File: src/rtl/io_wait_pkg.sv
// Shared types and default sizing for the I/O wait sequencer and its helpers.
// Imported by io_wait_controller and button_debouncer.
package io_wait_pkg;

  localparam int DEF_DATA_W   = 16;
  localparam int DEF_CNT_W    = 32;
  localparam int DEF_DEBOUNCE = 4;

  typedef enum logic [2:0] {
    IDLE  = 3'd0,
    ARM   = 3'd1,
    PRESS = 3'd2,
    REL   = 3'd3,
    DELAY = 3'd4,
    DONE  = 3'd5
  } state_t;

endpackage

File: src/rtl/button_debouncer.sv
// Two-flop synchronizer plus level debouncer for an asynchronous board key.
// Idles released (1); the output follows only after DEBOUNCE steady differing samples.
module button_debouncer
  import io_wait_pkg::*;
#(
  parameter int DEBOUNCE = DEF_DEBOUNCE
) (
  input  logic clk,
  input  logic reset,
  input  logic key,
  output logic key_db
);

  localparam int CW = (DEBOUNCE > 1) ? $clog2(DEBOUNCE) : 1;

  logic          key_meta;
  logic          key_sync;
  logic [CW-1:0] cnt;

  // NOTE: sequential state uses non-blocking assignments so every flop samples
  // the pre-edge value of the others; blocking here would collapse the synchronizer.
  always_ff @(posedge clk) begin
    if (reset) begin
      key_meta <= 1'b1;
      key_sync <= 1'b1;
      key_db   <= 1'b1;
      cnt      <= '0;
    end else begin
      key_meta <= key;
      key_sync <= key_meta;
      if (key_sync != key_db) begin
        if (cnt == CW'(DEBOUNCE - 1)) begin
          key_db <= key_sync;
          cnt    <= '0;
        end else begin
          cnt <= cnt + 1'b1;
        end
      end else begin
        // any sample agreeing with the current level restarts the run
        cnt <= '0;
      end
    end
  end

endmodule

File: src/rtl/io_wait_controller.sv
// Multi-cycle I/O instruction sequencer: switch input on ent press/release and
// programmable delay, with a stall/advance handshake toward the PC-update logic.
module io_wait_controller
  import io_wait_pkg::*;
#(
  parameter int DATA_W   = DEF_DATA_W,
  parameter int CNT_W    = DEF_CNT_W,
  parameter int DEBOUNCE = DEF_DEBOUNCE
) (
  input  logic              clk,
  input  logic              reset,
  input  logic              in_req,
  input  logic              dly_req,
  input  logic [CNT_W-1:0]  dly_count,
  input  logic              ent,
  input  logic [DATA_W-1:0] switch,
  output logic              stall,
  output logic              advance,
  output logic [DATA_W-1:0] r_switch,
  output logic              busy
);

  state_t             state;
  state_t             state_nxt;
  logic [CNT_W-1:0]   dly_cnt;
  logic [CNT_W-1:0]   dly_cnt_nxt;
  logic               capture;
  logic               ent_db;

  button_debouncer #(
    .DEBOUNCE(DEBOUNCE)
  ) u_db (
    .clk   (clk),
    .reset (reset),
    .key   (ent),
    .key_db(ent_db)
  );

  always_ff @(posedge clk) begin
    if (reset) begin
      state    <= IDLE;
      dly_cnt  <= '0;
      r_switch <= '0;
    end else begin
      state   <= state_nxt;
      dly_cnt <= dly_cnt_nxt;
      if (capture) r_switch <= switch;
    end
  end

  // NOTE: every output of this block gets a default before the case so no path
  // leaves a signal unassigned, which would otherwise infer a latch.
  always_comb begin
    state_nxt   = state;
    dly_cnt_nxt = dly_cnt;
    capture     = 1'b0;
    advance     = 1'b0;
    unique case (state)
      IDLE: begin
        if (in_req) begin
          state_nxt = ARM;
        end else if (dly_req) begin
          state_nxt   = DELAY;
          dly_cnt_nxt = dly_count;
        end
      end
      // a press still held from the previous instruction must be released first
      ARM: begin
        if (!in_req)     state_nxt = IDLE;
        else if (ent_db) state_nxt = PRESS;
      end
      PRESS: begin
        if (!in_req)      state_nxt = IDLE;
        else if (!ent_db) state_nxt = REL;
      end
      REL: begin
        if (!in_req) begin
          state_nxt = IDLE;
        end else if (ent_db) begin
          state_nxt = DONE;
          capture   = 1'b1;
        end
      end
      DELAY: begin
        if (!dly_req) begin
          state_nxt = IDLE;
        end else if (dly_cnt == '0) begin
          state_nxt = DONE;
        end else begin
          dly_cnt_nxt = dly_cnt - 1'b1;
        end
      end
      DONE: begin
        advance   = 1'b1;
        state_nxt = IDLE;
      end
      default: state_nxt = IDLE;
    endcase
  end

  assign busy  = (state != IDLE);
  assign stall = (busy && (state != DONE)) || ((state == IDLE) && (in_req || dly_req));

endmodule

File: config.mk
export PLATFORM = sky130hd
export DESIGN_NAME = io_wait_controller
export DESIGN_NICKNAME = d
export VERILOG_FILES = /design/src/rtl/io_wait_pkg.sv /design/src/rtl/button_debouncer.sv /design/src/rtl/io_wait_controller.sv
export SDC_FILE = /design/constraint.sdc
export NUM_CORES = 1
export LEC_CHECK = 0
export CAP_MARGIN = 25
export CORE_ASPECT_RATIO = 0.6
export CORE_MARGIN = 10
export CORE_UTILIZATION = 40
export DETAILED_ROUTE_END_ITERATION = 8
export GPL_ROUTABILITY_DRIVEN = 0
export PLACE_DENSITY_LB_ADDON = 0.1
export RECOVER_POWER = 25
export SKIP_CTS_REPAIR_TIMING = 1
export SYNTH_ARGS = -nofsm -noshare
export SYNTH_HDL_FRONTEND = slang
export SYNTH_HIERARCHICAL = 1
export SYNTH_SLANG_ARGS = --single-unit
export TNS_END_PERCENT = 20
File: constraint.sdc
create_clock -name clk -period 2.5 [get_ports clk]
set_input_delay 0.375 -clock clk [delete_from_list [all_inputs] [get_ports clk]]
set_output_delay 0.375 -clock clk [all_outputs]
set_load 0.05 [all_outputs]
==> flow_summary.json <==
{
  "status": "complete, but fails checks",
  "violations": "max-capacitance violations, max-slew violations",
  "layout.filler_cells": 788,
  "p_per_area_nw_per_um2": 760,
  "die_x_um": 138,
  "syn_to_final_growth_pct": 29.8,
  "finalCritPeriodShare_pct": 94.0,
  "vias": 3294,
  "max_stage_delay_ps": 800,
  "synthAdderAreaFrac_pct": 0.755,
  "synth_compound_area_share_pct": 29.0,
  "ir_worst_vdd_uv": 300,
  "r2r_cells": 8,
  "crit_family": "buffers and inverters",
  "dp.cells": 594,
  "regArea_um2": 1120,
  "io_pins": 72,
  "stdcell_area_um2": 4300,
  "antenna_cells": 0,
  "fmax_ghz": 0.426,
  "layout_commonest_cell": "nand2_1",
  "finalHoldViolCount": 0,
  "cts-buffers-inserted": 5,
  "tightest_slew_ps": 1610,
  "hp-class": "reg2reg",
  "hpwlAfterDp_mm": 7.07,
  "viasPerCell": 5.48,
  "drv_cap": 1,
  "clkSinkCount": 56,
  "drt-initial-drc-count": 283,
  "ys_async_sr_fraction_pct": 0,
  "antenna_left": 0,
  "synth_top_family_by_area": "simple AND/OR/NAND/NOR gates",
  "syn_inst": 426,
  "path_class": "reg2out",
  "die_area_um2": 12400,
  "fin_setup_tns_ps": 0,
  "grt_pass1_wl_mm": 16.3,
  "relSlewSlack_pct": -7.45,
  "finalCriticalPeriod_ps": 2350,
  "utilization_pct": 53.9,
  "drc_errors": 0,
  "ys_ff_latch": 56,
  "finalNetCount": 548,
  "ys_warn_count": 6,
  "cts_root_buf": "clkbuf_16",
  "syn-mean-instance-area_um2": 7.78,
  "grt_use_total_pct": 15.8,
  "slew_viol_final": 34,
  "worstSetupStartpointType": "flop",
  "drtPass1Iterations": 4,
  "portBuffers": 71,
  "path_clk_slew_ps": 70,
  "setup-violations-final": 0,
  "syn-cell-area_um2": 3310,
  "power.leakage_nw": 1.51,
  "critPathMaxFanout": 15,
  "rrSetupSlack_ps": 270,
  "synth_simple_gate_area_share_pct": 30.0,
  "crit_required_ps": 2120,
  "grt_max_degree": 66,
  "worstReg2RegEnd": "dly_cnt[30]",
  "crit_start": "state[0]",
  "cts_buffer_depth": 2,
  "finClkSkew_ps": 4.75,
  "post_drt_wl_per_cell_um": 16.3,
  "cp_slowest_cell": "clkdlybuf4s50_1",
  "syn-num-nets": 481,
  "layout_common_cells": "80 x nand2_1, 69 x clkdlybuf4s50_1, 55 x dfxtp_1",
  "path_cells": "and3_1 -> clkdlybuf4s50_1",
  "grt_pass1_vias": 3207,
  "initial_core_util_pct": 41.6,
  "antenna_found_initial": 0,
  "crit_buf_inv": 1,
  "synth_xor_xnor_area_share_pct": 0.264,
  "synth_cell_types": 62,
  "multi_input_area_um2": 1990,
  "arrival_ps": 1980,
  "ys_seq_area_share_pct": 33.8,
  "synth_edf_count": 0,
  "cts-htree-levels": 2,
  "muxShareOfSynthArea_pct": 0,
  "endpoint_kind": "primary output",
  "grt-ovfl-total": 0,
  "placedInstanceArea_um2": 4160,
  "path_depth": 2,
  "rsz0062_at_grt": "no",
  "reg2reg_from": "dly_cnt[0]",
  "drive_gt1_share_pct": 14.8,
  "tritoncts": "yes",
  "hold_depth": 1,
  "fin_cells": 601,
  "core-area_um2": 7980,
  "die_h_um": 90.5,
  "wl_mm": 9.81,
  "synthFlopType": "dfxtp_1",
  "clock_latency_ps": 300,
  "row_count": 25,
  "p_total_mw": 3.27,
  "setup.worst_path.end": "advance"
}
cells in the mapped netlist, drive strengths merged, types with 2 or more instances:
cell    number  share of area (%)
nor4b        3                1.2
a31oi        8                1.5
o32ai        4                1.1
a211oi       2               0.45
o21ai       33                6.2
o21bai       3               0.68
or4          2               0.45
a21o         4               0.91
nand3        8                1.2
o31ai        3               0.68
ha           2               0.75
clkbuf      17                2.0
o31a         5                1.3
a22oi        2               0.45
o21a         4               0.91
nor4         7                2.1
or2          4               0.83
and2         6                1.1
inv          4               0.45
nand4b       2               0.53
dfxtp       56                 34
nor2        31                3.5
nand2       80                9.1
buf         15                3.7
o41ai        5                1.3
nand2b      10                1.9
a211o        2               0.57
a32o         2               0.60
nand4       10                2.1
nor3         9                1.7
and3         4               0.75
a21oi       57                9.7
or3          6                1.4
worst min path at each step:
stage | startpoint | endpoint | slack, ps
6_report | u_db/key_meta | u_db/key_sync | 420
3_3_place_gp | u_db/key_meta | u_db/key_sync | 390
3_5_place_dp | u_db/key_meta | u_db/key_sync | 400
2_1_floorplan | u_db/key_meta | u_db/key_sync | 390
4_1_cts | u_db/key_meta | u_db/key_sync | 420
5_1_grt | u_db/key_meta | u_db/key_sync | 420
state kept, by name, summed over array words and instances (netlist names):
name,cells
r_switch,16
u_db/key_meta,1
dly_cnt,32
u_db/key_db,1
state,3
u_db/cnt,2
u_db/key_sync,1
power breakdown:
part / internal (mW) / total [mW] / switching [mW]
Sequential: 0.972 / 1.08 / 0.106
Combinational: 0.593 / 1.46 / 0.868
Clock: 0.396 / 0.732 / 0.335
metrics by stage:
stage	setup WS, ps	hold slack (ps)
finish	150	417
global route	66.7	424
CTS	114	417
detailed placement	269	400
global placement	331	392
floorplan	304	389
cell families after synthesis:
group | after synthesis
adder cells (fa/ha/maj) | 2
buffers and inverters | 36
XOR/XNOR | 1
flip-flops | 56
AND/OR/NAND/NOR | 190
AO/OA/AOI/OAI | 141
area by class of cell:
| type | instances | share of cell area, % |
|---|---|---|
| Inverter | 4 | 0.349 |
| Clock buffer | 6 | 3.23 |
| Multi-Input combinational cell | 334 | 46.2 |
| Sequential cell | 56 | 26.1 |
| Timing Repair Buffer | 92 | 20.8 |
| Clock inverter | 1 | 0.204 |
| Tap cell | 108 | 3.14 |
worst register-to-register path, delay by kind of cell (launching register included):
family          cells  cell delay [ps]
flops               1              310
fa+ha+maj           1              230
simple gates        2              720
compound gates      3              500
buf+inv             2              290
per-layer routing:
metal  track usage, %  share of wire [%]  up-vias
li1                 -                  -     1675
met1             22.7                 49     1523
met2             21.2                 41       88
met3             6.72                9.3        8
met4             2.71               0.53        0
met5                0                  0        -
Power figures use the tool's default switching activity.
